File: src/rtl/vga_fb_arbiter.sv
// vga_fb_arbiter
// Arbitrates one single-port 1bpp framebuffer RAM between the display scan,
// a full-buffer clear sequence and a small write FIFO fed by game logic.
// Display fetches own every 4th active pixel. All other cycles go to the clear
// sequence first and to the FIFO second. Pixel and sync outputs are delayed
// by two cycles so that they line up.
//
// state   | meaning
// --------+------------------------------------------------------------
// S_IDLE  | no clear running; free cycles drain the write FIFO
// S_CLEAR | writing zero to one cell per free cycle, FIFO drain paused
module vga_fb_arbiter #(
    parameter int FB_W       = 160,
    parameter int FB_H       = 120,
    parameter int ADDR_W     = 15,
    parameter int FIFO_DEPTH = 4      // power of 2, at least 2
) (
    input  logic              clk,
    input  logic              rst,
    input  logic [9:0]        sx,
    input  logic [9:0]        sy,
    input  logic              de,
    input  logic              hsync_in,
    input  logic              vsync_in,
    input  logic              wr_valid,
    input  logic [ADDR_W-1:0] wr_addr,
    input  logic              wr_data,
    output logic              wr_ready,
    input  logic              clr_start,
    output logic              clr_busy,
    output logic [ADDR_W-1:0] mem_addr,
    output logic              mem_we,
    output logic              mem_wdata,
    input  logic              mem_rdata,
    output logic              pix_on,
    output logic              de_out,
    output logic              hsync_out,
    output logic              vsync_out,
    output logic              frame_tick
);
    localparam int                CELLS   = FB_W * FB_H;
    localparam int                PTR_W   = $clog2(FIFO_DEPTH);
    localparam logic [ADDR_W-1:0] CELLS_A = ADDR_W'(CELLS);
    localparam logic [ADDR_W-1:0] LAST_A  = ADDR_W'(CELLS - 1);
    localparam logic [PTR_W:0]    DEPTH_C = (PTR_W + 1)'(FIFO_DEPTH);

    typedef enum logic {S_IDLE = 1'b0, S_CLEAR = 1'b1} state_t;

    state_t            r_state;
    state_t            w_state_next;
    logic [ADDR_W-1:0] r_clr_cnt;

    logic [ADDR_W-1:0] r_fifo_addr [FIFO_DEPTH];
    logic              r_fifo_data [FIFO_DEPTH];
    logic [PTR_W-1:0]  r_wptr;
    logic [PTR_W-1:0]  r_rptr;
    logic [PTR_W:0]    r_count;

    logic              r_fetch_d1;
    logic              r_cell;
    logic              r_pix;
    logic              r_de_d1;
    logic              r_de_d2;
    logic              r_hs_d1;
    logic              r_hs_d2;
    logic              r_vs_d1;
    logic              r_vs_d2;
    logic              r_tick;

    logic [7:0]        w_cell_x;
    logic [7:0]        w_cell_y;
    logic [ADDR_W-1:0] w_row_base;
    logic [ADDR_W-1:0] w_fetch_addr;
    logic              w_fetch;
    logic              w_clr_slot;
    logic              w_pop;
    logic              w_push;
    logic              w_full;
    logic              w_empty;
    logic              w_head_ok;
    logic              w_cell_next;
    logic [1:0]        w_unused;

    // Sub-cell row bits of sy never affect the cell address.
    assign w_unused = sy[1:0];

    assign w_cell_x = sx[9:2];
    assign w_cell_y = sy[9:2];
    assign w_fetch  = de && (sx[1:0] == 2'b00);

    // For the standard 160-cell-wide buffer, y*160 is built as y*128 + y*32.
    generate
        if (FB_W == 160) begin : g_row_shift
            assign w_row_base = (ADDR_W'(w_cell_y) << 7) + (ADDR_W'(w_cell_y) << 5);
        end else begin : g_row_mul
            assign w_row_base = ADDR_W'(w_cell_y) * ADDR_W'(FB_W);
        end
    endgenerate

    assign w_fetch_addr = w_row_base + ADDR_W'(w_cell_x);

    assign w_full     = (r_count == DEPTH_C);
    assign w_empty    = (r_count == '0);
    assign wr_ready   = !w_full;
    // A full FIFO refuses the push even if it pops in the same cycle.
    assign w_push     = wr_valid && !w_full;
    assign w_clr_slot = !w_fetch && (r_state == S_CLEAR);
    assign w_pop      = !w_fetch && (r_state == S_IDLE) && !w_empty;
    assign w_head_ok  = (r_fifo_addr[r_rptr] < CELLS_A);

    // Clear FSM state register
    always_ff @(posedge clk) begin
        if (rst) r_state <= S_IDLE;
        else     r_state <= w_state_next;
    end

    // Clear FSM next state: start on request, stop once the last cell is written
    always_comb begin
        w_state_next = r_state;
        case (r_state)
            S_IDLE:  if (clr_start) w_state_next = S_CLEAR;
            S_CLEAR: if (w_clr_slot && (r_clr_cnt == LAST_A)) w_state_next = S_IDLE;
            default: w_state_next = S_IDLE;
        endcase
    end

    // Clear FSM outputs
    always_comb begin
        clr_busy = (r_state == S_CLEAR);
    end

    // Clear address counter; fetch cycles stall it
    always_ff @(posedge clk) begin
        if (rst)                                  r_clr_cnt <= '0;
        else if ((r_state == S_IDLE) && clr_start) r_clr_cnt <= '0;
        else if (w_clr_slot)                      r_clr_cnt <= r_clr_cnt + ADDR_W'(1);
    end

    // Write FIFO pointers and occupancy
    always_ff @(posedge clk) begin
        if (rst) begin
            r_wptr  <= '0;
            r_rptr  <= '0;
            r_count <= '0;
        end else begin
            if (w_push) r_wptr <= r_wptr + PTR_W'(1);
            if (w_pop)  r_rptr <= r_rptr + PTR_W'(1);
            if (w_push && !w_pop)      r_count <= r_count + (PTR_W + 1)'(1);
            else if (!w_push && w_pop) r_count <= r_count - (PTR_W + 1)'(1);
        end
    end

    // Write FIFO storage; contents are meaningless until pushed, so no reset
    always_ff @(posedge clk) begin
        if (w_push) begin
            r_fifo_addr[r_wptr] <= wr_addr;
            r_fifo_data[r_wptr] <= wr_data;
        end
    end

    // RAM port mux: fetch, then clear, then FIFO head, else idle at address 0
    always_comb begin
        mem_addr  = '0;
        mem_we    = 1'b0;
        mem_wdata = 1'b0;
        if (w_fetch) begin
            mem_addr = w_fetch_addr;
        end else if (w_clr_slot) begin
            mem_addr = r_clr_cnt;
            mem_we   = 1'b1;
        end else if (w_pop) begin
            // Out-of-range heads are dropped: popped with the write suppressed.
            mem_addr  = r_fifo_addr[r_rptr];
            mem_we    = w_head_ok;
            mem_wdata = r_fifo_data[r_rptr];
        end
    end

    // Read data arrives the cycle after a fetch. The cell value is used
    // straight away so that the registered pixel lines up with de_d2.
    assign w_cell_next = r_fetch_d1 ? mem_rdata : r_cell;

    // Pixel and sync alignment pipeline; syncs reset to their inactive level
    always_ff @(posedge clk) begin
        if (rst) begin
            r_fetch_d1 <= 1'b0;
            r_cell     <= 1'b0;
            r_pix      <= 1'b0;
            r_de_d1    <= 1'b0;
            r_de_d2    <= 1'b0;
            r_hs_d1    <= 1'b1;
            r_hs_d2    <= 1'b1;
            r_vs_d1    <= 1'b1;
            r_vs_d2    <= 1'b1;
            r_tick     <= 1'b0;
        end else begin
            r_fetch_d1 <= w_fetch;
            r_cell     <= w_cell_next;
            r_pix      <= w_cell_next & r_de_d1;
            r_de_d1    <= de;
            r_de_d2    <= r_de_d1;
            r_hs_d1    <= hsync_in;
            r_hs_d2    <= r_hs_d1;
            r_vs_d1    <= vsync_in;
            r_vs_d2    <= r_vs_d1;
            r_tick     <= (sx == '0) && (sy == '0);
        end
    end

    assign pix_on     = r_pix;
    assign de_out     = r_de_d2;
    assign hsync_out  = r_hs_d2;
    assign vsync_out  = r_vs_d2;
    assign frame_tick = r_tick;

endmodule

File: config.mk
export PLATFORM = sky130hd
export DESIGN_NAME = vga_fb_arbiter
export DESIGN_NICKNAME = d
export VERILOG_FILES = /design/src/rtl/vga_fb_arbiter.sv
export SDC_FILE = /design/constraint.sdc
export NUM_CORES = 1
export LEC_CHECK = 0
export BUFFER_PORTS_ARGS = -buffer_cell sky130_fd_sc_hd__buf_2
export CAP_MARGIN = 30
export CELL_PAD_IN_SITES_DETAIL_PLACEMENT = 0
export CELL_PAD_IN_SITES_GLOBAL_PLACEMENT = 2
export CORE_MARGIN = 8
export CORE_UTILIZATION = 35
export CTS_CLUSTER_DIAMETER = 40
export DETAILED_ROUTE_END_ITERATION = 12
export GPL_ROUTABILITY_DRIVEN = 0
export PLACE_DENSITY = 0.78
export SKIP_LAST_GASP = 1
export SLEW_MARGIN = 20
export SYNTH_ARGS = -nofsm -noshare
export SYNTH_HDL_FRONTEND = slang
export SYNTH_SLANG_ARGS = --single-unit
File: constraint.sdc
create_clock -name clk -period 2.11 [get_ports clk]
set_input_delay 0.1055 -clock clk [delete_from_list [all_inputs] [get_ports clk]]
set_output_delay 0.1055 -clock clk [all_outputs]
set_load 0.1 [all_outputs]
==> metrics.txt, run 1 <==
run status=finished, violations left; failing checks=negative setup slack; die area=17000 um2; Seq pwr share=0.307; CP Cell Sequence=buf_8, inv_8, fa_1, inv_2, fa_2, a211oi_2, nor4bb_1, a211oi_1, xor2_1, a21oi_4, buf_12; detailed placement HPWL=7.59 mm; reg-to-reg startpoint=r_count[2]$_SDFFE_PP0P_; IO buf count=between 60 and 70; placed cell count=594; Gate power share=0.482; CP Max Fanout=2; grt ovf=0; critical path type=input port to primary output; Crit. End Element=primary output; GRT Total Usage=0.134; Max-slew headroom=0.654; Synth Register Bits=just under 100; cell at the slowest stage of the critical path=fa_1; Worst Path Required=roughly 2000 ps; Final Max Tran Viols=0; Yosys Warn Count=0; power per cell area=1220 nW/um2; first-pass GRT wire length=17.4 mm; post-layout min period=2340 ps; First-pass DRT Iterations=4; hold_sp=de; Overall Power=0.00782 W; final setup fails=15; Mapped Nets=409; overall routed net length=between 10 and 15 mm; non-filler cells, final=641; switching power=around 0.0032 W; # diodes=0; row count=42; CTS buffer count=9; LEAKAGE=2.41 nW; CTS tree=done; max cap viols=0; hold depth=2; Clock Skew=just over 9 ps; power share of the clock group=0.211; Tcrit/Tclk final=1.11; vias in the first global route=3330; chip width=131 um; io pins=68; post-route ant nets=0; sequential-to-total area share from yosys stat=0.571; largest net degree at the start of global routing=26; clk buf depth=2; nets=528; Avg WL per Cell=16.7 um; Initial Util=0.352; Area Overhead vs Synth=40.1%; Reg clk slew, reported paths=70 ps; H-tree depth=3; CP arrival=between 2000 and 2500 ps; Fin. Hold Viols=0; reg2reg path depth=9; Die Height=131 um; worst hold endpoint=r_de_d1$_SDFF_PP0_; Synth Instances=341; CP delay by family, top=adder cells; Net Sw Frac=0.410; worst r2r dst=r_count[2]$_SDFFE_PP0P_; Vias/cell=~4.8; class of the worst hold path=input port to register; post-synthesis average cell area=13.5 um2; setup slack, reg-to-reg=140 ps; maximum VDD drop=0.000645 V; Distinct cells, synth=48; unrepaired setup endpoints after global routing=yes; DRC=0; Cell Int Power=0.00461 W; Core Area=13000 um2; ys flop type=edfxtp_1; crit path buf inv count=4; clk_lat worst skew=about 350 ps; Synth async-reset ratio=0; crit-path max cell delay=550 ps; CTS Root Cell=clkbuf_16; via count=just over 3000; Iter 0 DRT Violations=122; Sink Count=99; initial antenna violation count=0; Fmax=427 MHz; startpoint types=input port; EDFF count, synth=64; synthesized cell area=4590 um2; layout cells sized above 1=0.428; final worst slack=-231 ps; worst-margin pin slew=519 ps
## stage by stage
step                      cell area [um2]  hold WS (ps)  setup TNS (ps)  setup WS, ps   util
after floorplan                      4810           181            -747          -253      -
after global placement               5640           288           -1180          -305  0.432
after detailed placement             5640           292           -1210          -303  0.432
after CTS                            6320          25.7           -2010          -265  0.485
after global routing                 6430          50.0           -3420          -323  0.494
final                                6430          38.2           -2080          -231  0.494
## Yosys cell counts (5+ instances only)
| master | instances | area, um2 |
|---|---|---|
| nor2_1 | 45 | 169 |
| and3_1 | 7 | 43.8 |
| nand3_1 | 11 | 55.1 |
| clkbuf_1 | 7 | 26.3 |
| mux4_2 | 16 | 360 |
| dfxtp_1 | 35 | 701 |
| nand2_1 | 8 | 30.0 |
| buf_2 | 7 | 35.0 |
| inv_1 | 9 | 33.8 |
| xnor2_1 | 7 | 61.3 |
| a21oi_1 | 11 | 55.1 |
| edfxtp_1 | 64 | 1920 |
| a221oi_1 | 5 | 43.8 |
| xor2_1 | 18 | 158 |
| a221oi_2 | 9 | 135 |
| ha_1 | 21 | 263 |
## power by group through the flow
stage	registers (W)	clock network (W)	logic, W
final	0.00240	0.00165	0.00377
after global placement	0.00242	0	0.00340
after CTS	0.00241	0.00171	0.00367
after detailed placement	0.00243	0	0.00343
after global routing	0.00242	0.00178	0.00400
after floorplan	0.00244	0	0.00247
## worst reg2reg max path, delay by kind of cell (launching register included)
kind                     cells  cell delay, ps
buffers and inverters        1              50
AO/OA/AOI/OAI                1             130
AND/OR/NAND/NOR              4             720
flip-flops                   1             360
adder cells (fa/ha/maj)      2             490
XOR/XNOR                     1             150
## cells in the final DEF (no fill, tap or decap), drive strengths merged, types with 2 or more instances in the layout
cell	n
buf	104
edfxtp	64
nor2	46
dfxtp	35
ha	21
dlygate4sd3	20
xor2	18
mux4	16
a221oi	14
inv	13
nand3	11
a21oi	11
clkbuf	9
nand2	8
and3	7
xnor2	7
o21ai	5
nor4	5
a211oi	5
or2	4
o21a	3
a21o	3
mux2i	3
nand4	3
fa	3
clkinv	3
and2	2
nor4b	2
nor2b	2
nor3	2
nor3b	2
o21bai	2
o22ai	2
## sequential cells by signal (all words and copies together) (netlist names), 2 cells and up, named ones only
| register | cells |
|---|---|
| r_clr_cnt | 15 |
| r_fifo_addr | 60 |
| r_wptr | 2 |
| r_count | 3 |
| r_rptr | 2 |
| r_fifo_data | 4 |
## worst max-delay path by stage
stage | start | end | depth (start not counted)
5_1_grt | sy[4] | mem_addr[14] | 11
3_5_place_dp | sy[4] | mem_addr[14] | 11
6_report | sy[4] | mem_addr[14] | 11
3_3_place_gp | sy[4] | mem_addr[14] | 11
2_1_floorplan | sy[4] | mem_addr[14] | 9
4_1_cts | sy[4] | mem_addr[14] | 11
## final cells by class
| class | instances | area, um2 |
|---|---|---|
| Fill cell | 1188 | 6600 |
| Inverter | 9 | 41.3 |
| Multi-Input combinational cell | 217 | 2170 |
| Tap cell | 176 | 220 |
| Sequential cell | 99 | 2640 |
| Clock buffer | 9 | 225 |
| Clock inverter | 7 | 83.8 |
| Timing Repair Buffer | 124 | 1060 |
## logic make-up (layout without fill, tap and decap cells)
| group | after synthesis | count (layout) | share of synthesized area |
|---|---|---|---|
| buffers and inverters | 25 | 149 | 0.0256 |
| AO/OA/AOI/OAI | 49 | 49 | 0.0883 |
| adder cells (fa/ha/maj) | 24 | 24 | 0.0703 |
| XOR/XNOR | 25 | 25 | 0.0477 |
| multiplexers | 19 | 19 | 0.0850 |
| AND/OR/NAND/NOR | 100 | 100 | 0.112 |
| flip-flops | 99 | 99 | 0.571 |
## routing by layer
| layer | vias up | GRT usage | wire length (um) |
|---|---|---|---|
| met1 | 1506 | 0.173 | 4950 |
| met3 | 8 | 0.0373 | 642 |
| met4 | 0 | 0.0425 | 168 |
| li1 | 1520 | - | - |
| met2 | 66 | 0.214 | 4920 |
| met5 | - | 0 | 0 |
## repair_timing
action	in CTS	in global routing
setup buffers	5	5
gates cloned	1	0
hold buffers	20	0
setup endpoints to repair	16	18
endpoints found under the hold margin	67	0
resized for setup	26	17
pin swaps	15	18
Power figures use the tool's default switching activity.
==> inputs of run 2 (changes only) <==
- CORE_UTILIZATION: 35 -> 37
- CTS_BUF_LIST: default -> sky130_fd_sc_hd__clkbuf_4
- CTS_CLUSTER_SIZE: default -> 8
- PLACE_DENSITY: 0.78 -> 0.81
==> run 2 against run 1 <==
The run still ends with negative setup slack left. Critical path depth shrank 5. Highest routed layer unchanged. Global-route usage shrank 0.10 points. Via count fell by 0.35%. Maximum frequency down 1.8%. Critical path type is now register to primary output. Combinational power up 2%. Wire length down 2.8%. Largest cell class unchanged. Hold slack better by 93 ps. Clock skew up 12 ps.
==> metrics.txt, run 2 (synthesis results as in run 1) <==
CTS Root Cell=clkbuf_4; Avg WL per Cell=16.4 um (-1.6%); detailed placement HPWL=7.43 mm (-2.0%); H-tree depth=3 (unchanged); WL met3=569 um (-11%); layout cells sized above 1=0.407 (-0.0206); via count=3089 (-0.35%); failing checks=negative setup slack; Filler cells=1044 (-12%); setup TNS=-3000 ps (-920 ps); class of the worst hold path=input port to register; vias in the first global route=3230 (-3.0%); DR WL met2=4.88 mm (-0.87%); CTS buffer count=9 (unchanged); setup slack, reg-to-reg=140 ps (about the same); nets=527 (-0.19%); Worst Path Required=2000 ps (about the same); final worst slack=-274 ps (-42.6 ps); LEAKAGE=2.34 nW (-2.9%); CP Max Fanout=8 (+6); Crit. End Element=primary output; initial antenna violation count=1 (+1); power per cell area=1160 nW/um2 (-4.3%); clk buf depth=2 (unchanged); largest net degree at the start of global routing=27 (+3.8%); first-pass GRT wire length=16.9 mm (-2.7%); maximum VDD drop=0.000415 V (-36%); GRT Total Usage=0.133 (-0.00101); Final Util=0.523 (+0.0296); CTS tree=done; non-filler cells, final=633 (-1.2%); First-pass DRT Iterations=4 (unchanged); commonest non-fill, non-tap cell in the layout=edfxtp_1; Top Metal Used=met4; chip width=127 um (-2.4%); Tcrit/Tclk final=1.13 (+0.0202); most flop-heavy register=r_fifo_addr; overall routed net length=10.4 mm (-2.8%); Fmax=419 MHz (-1.8%); startpoint types=register; row count=40 (-4.8%); run status=finished, violations left; hold slack=131 ps (+93.1 ps); Core Area=12100 um2 (-7.4%); worst-margin pin slew=519 ps (-0.301 ps); final setup fails=16 (+1); Fin. Hold Viols=0 (unchanged); commonest cells after routing, fill and taps aside=64 x edfxtp_1, 49 x buf_2, 36 x nor2_1; io pins=68 (unchanged); Vias/cell=4.88 (+0.90%); Sink Count=99 (unchanged); max cap viols=0 (unchanged); max reg flops=60 (unchanged); met1 wire length=4.79 mm (-3.2%); IO buf count=67 (unchanged); clk_lat worst skew=470 ps (+120 ps); Iter 0 DRT Violations=150 (+23%); DRC=0 (unchanged); grt ovf=0 (unchanged); post-route ant nets=0 (unchanged); design area=6310 um2 (-1.9%); Final Max Tran Viols=0 (unchanged); CP arrival=2280 ps (+40 ps); Reg clk slew, reported paths=160 ps (+90 ps); Initial Util=0.381 (+0.0284); Area Overhead vs Synth=37.4%; Die Height=127 um (-2.4%); post-layout min period=2380 ps (+42.6 ps); die area=16200 um2 (-4.8%); Clock Skew=21.1 ps (+12.0 ps); unrepaired setup endpoints after global routing=yes; DP Area=5630 um2 (about the same); critical path type=register to primary output; Max-slew headroom=0.654 (about the same); Regs by FF count=r_fifo_addr (60), r_clr_cnt (15), r_fifo_data (4); placed cell count=587 (-1.2%)
run 2: layout make-up:
class                           count  area, um2  share of cell area
Antenna cell                        1       2.50            0.000397
Clock buffer                        9       67.6              0.0107
Clock inverter                      7       87.6              0.0139
Inverter                            9       41.3             0.00654
Multi-Input combinational cell    217       2160               0.343
Sequential cell                    99       2640               0.418
Tap cell                          168        210              0.0333
Timing Repair Buffer              123       1100               0.174
run 2: critical path: stages (launching register included):
cell and delay (ps):
dfxtp_4 410, buf_12 130, buf_4 110, mux4_2 520, a221oi_2 390, nor2_4 60, buf_12 170
run 2: stage by stage:
step	power [W]	worst slack, ps
floorplan	0.00490	-253
global placement	0.00581	-306
detailed placement	0.00586	-308
CTS	0.00741	-318
global route	0.00767	-381
finish	0.00734	-274
run 2: path summary, 6_finish.rpt:
path | startpoint | endpoint | cells past startpoint
max | register | mem_addr[7] | 6
min | wr_valid | r_wptr[0]$_SDFFE_PP0P_ | 4
max reg2reg | r_count[2]$_SDFFE_PP0P_ | r_count[2]$_SDFFE_PP0P_ | 9
min reg2reg | r_hs_d1$_SDFF_PP1_ | hsync_out$_SDFF_PP1_ | 1
run 2: timing repair:
item                                    CTS  global route
resized for setup                        44             8
gates cloned                              1             0
pin swaps                                14             9
hold buffers                             24             0
endpoints found under the hold margin    78             0
endpoints found under the setup margin   17            18
setup buffers                             4             1
run 2: routing by layer:
| layer | track usage | vias to the layer above |
|---|---|---|
| met3 | 0.0374 | 11 |
| met5 | 0 | - |
| li1 | - | 1527 |
| met2 | 0.217 | 73 |
| met4 | 0.0476 | 0 |
| met1 | 0.165 | 1478 |
run 2: power breakdown:
part           total (W)  switching [W]  internal (W)
sequential       0.00242       0.000122       0.00230
clock            0.00107       0.000675      0.000393
combinational    0.00386        0.00233       0.00153
==> inputs of run 3 (changes only) <==
==> constraint.sdc (replaced) <==
create_clock -name clk -period 2.11 [get_ports clk]
set_input_delay 0.422 -clock clk [delete_from_list [all_inputs] [get_ports clk]]
set_output_delay 0.422 -clock clk [all_outputs]
set_load 0.1 [all_outputs]
==> run 3 against run 2 <==
The flow still finishes with violations (negative setup slack). Sequential power barely moved. Wire length is 3.4% higher. Clock skew is 3.4 ps higher. Critical path type is now input port to primary output. Largest power group unchanged.
==> metrics.txt, run 3 (synthesis results as in run 1) <==
design area=6410 um2 (+1.6%); layout cells sized above 1=0.469 (+0.0616); cell at the slowest stage of the critical path=fa_1; initial antenna violation count=2 (+1); Core Area=12100 um2 (unchanged); Vias/cell=4.98 (+2.1%); DP Area=5910 um2 (+4.9%); post-layout min period=3010 ps (+626 ps); chip width=127 um (unchanged); power per cell area=1190 nW/um2 (+2.5%); Die Height=127 um (unchanged); CP Cell Sequence=buf_8, inv_8, fa_1, inv_2, fa_2, a211oi_2, nor4bb_1, a211oi_1, xor2_1, a21oi_4, buf_12; CP Max Fanout=2 (-6); power share of the clock group=0.144 (about the same); Cell Int Power=0.00443 W (+5.0%); worst-margin pin slew=512 ps (-7.20 ps); Multi-input gate area=2230 um2 (+3.1%); final setup fails=17 (+1); io pins=68 (unchanged); grt ovf=0 (unchanged); switching power=0.00322 W (+3.0%); Iter 0 DRT Violations=186 (+24%); nets=530 (+0.57%); clk_lat worst skew=480 ps (about the same); # diodes=0 (-1); crit path from=sy[4]; crit-path max cell delay=550 ps (+30 ps); Avg WL per Cell=16.9 um (+3.1%); Sink Count=99 (unchanged); Final Max Tran Viols=0 (unchanged); Seq pwr share=0.313 (-0.016); max reg flops=60 (unchanged); hold slack=113 ps (-18.0 ps); post-route ant nets=0 (unchanged); placed cell count=610 (+3.9%); Fmax=332 MHz (-21%); Worst Path Required=1690 ps (-310 ps); Filler cells=1042 (-0.19%); final worst slack=-900 ps (-626 ps); Max-slew headroom=0.661 (+0.00714); row count=40 (unchanged); run status=finished, violations left; Area Overhead vs Synth=39.7%; Fin. Hold Viols=0 (unchanged); critical path type=input port to primary output; startpoint types=input port; DRC=0 (unchanged); Net Sw Frac=0.421 (-0.00472); vias in the first global route=3359 (+4.0%); Initial Util=0.381 (unchanged); CTS buffer count=9 (unchanged); Clock Skew=24.5 ps (+3.38 ps); Tcrit/Tclk final=1.43 (+0.297); GRT Total Usage=0.140 (+0.00714); commonest cells after routing, fill and taps aside=64 x edfxtp_1, 50 x buf_4, 49 x buf_2; detailed placement HPWL=7.88 mm (+6.0%); max cap viols=0 (unchanged); Gate power share=0.543 (+0.018); unrepaired setup endpoints after global routing=yes; maximum VDD drop=0.000548 V (+32%); CP arrival=2590 ps (+310 ps); commonest non-fill, non-tap cell in the layout=edfxtp_1; crit path buf inv count=4 (+1); overall routed net length=10.7 mm (+3.4%); largest net degree at the start of global routing=21 (-22%); failing checks=negative setup slack; LEAKAGE=2.39 nW (+2.2%); die area=16200 um2 (unchanged); IO buf count=67 (unchanged); Crit. End Element=primary output; CTS tree=done; # hold bufs at CTS=0 (-100%); hold_sp=sx[5]; reg-to-reg startpoint=r_count[2]$_SDFFE_PP0P_; first-pass GRT wire length=17.8 mm (+4.8%); Regs by FF count=r_fifo_addr (60), r_clr_cnt (15), r_fifo_data (4); Reg clk slew, reported paths=170 ps (about the same); clk buf depth=2 (unchanged); via count=3164 (+2.4%); class of the worst hold path=input port to register; non-filler cells, final=635 (+0.32%); Overall Power=0.00765 W (+4.1%); H-tree depth=3 (unchanged); First-pass DRT Iterations=4 (unchanged); sequential standard cell area=2630 um2 (-0.24%); most flop-heavy register=r_fifo_addr; CTS Root Cell=clkbuf_4; CP delay by family, top=adder cells
==> run 3: changes by cell type in the layout (fill, tap and decap cells not counted), sizes merged <==
cell | previous run | this run
dlygate4sd3 | 24 | 0
diode | 1 | 0
buf | 99 | 126
==> run 3: power groups by stage <==
stage | logic (W) | registers [W] | clock network, W
floorplan | 0.00251 | 0.00243 | 0
global placement | 0.00367 | 0.00242 | 0
detailed placement | 0.00371 | 0.00243 | 0
CTS | 0.00417 | 0.00239 | 0.00114
global route | 0.00438 | 0.00242 | 0.00122
finish | 0.00415 | 0.00239 | 0.00110
==> run 3: final cells by class <==
type / instances / area share
multi-input cells: 217 / 0.348
inverters: 9 / 0.00644
repair buffers: 126 / 0.177
well taps: 168 / 0.0328
clock buffers: 9 / 0.0105
flip-flops and latches: 99 / 0.410
clock inverters: 7 / 0.0148
==> run 3: path summary, 6_finish.rpt <==
path | end | slack, ps | cells after the start
hold reg to reg | vsync_out$_SDFF_PP1_ | 430 | 1
setup reg to reg | r_count[2]$_SDFFE_PP0P_ | 130 | 9
hold / removal | frame_tick$_SDFF_PP0_ | 110 | 2
setup / recovery | mem_addr[14] | -900 | 11
==> run 3: metrics by stage <==
stage	worst slack, ps	setup TNS [ps]	util
finish	-900	-10480	0.532
global route	-1020	-12230	0.532
CTS	-901	-11100	0.530
detailed placement	-951	-6740	0.490
global placement	-932	-6520	0.490
floorplan	-886	-5620	-
==> run 3: repair_timing <==
item / 4_1_cts / 5_1_grt
endpoints found under the hold margin: 0 / 0
setup buffers: 11 / 0
pin swaps: 28 / 14
setup endpoints to repair: 17 / 18
gates resized for setup: 44 / 6
==> run 3: layer usage <==
layer / wire (um) / global-route usage
met5: 19 / 0
met1: 4840 / 0.174
met4: 173 / 0.0546
met3: 705 / 0.0445
met2: 5000 / 0.223
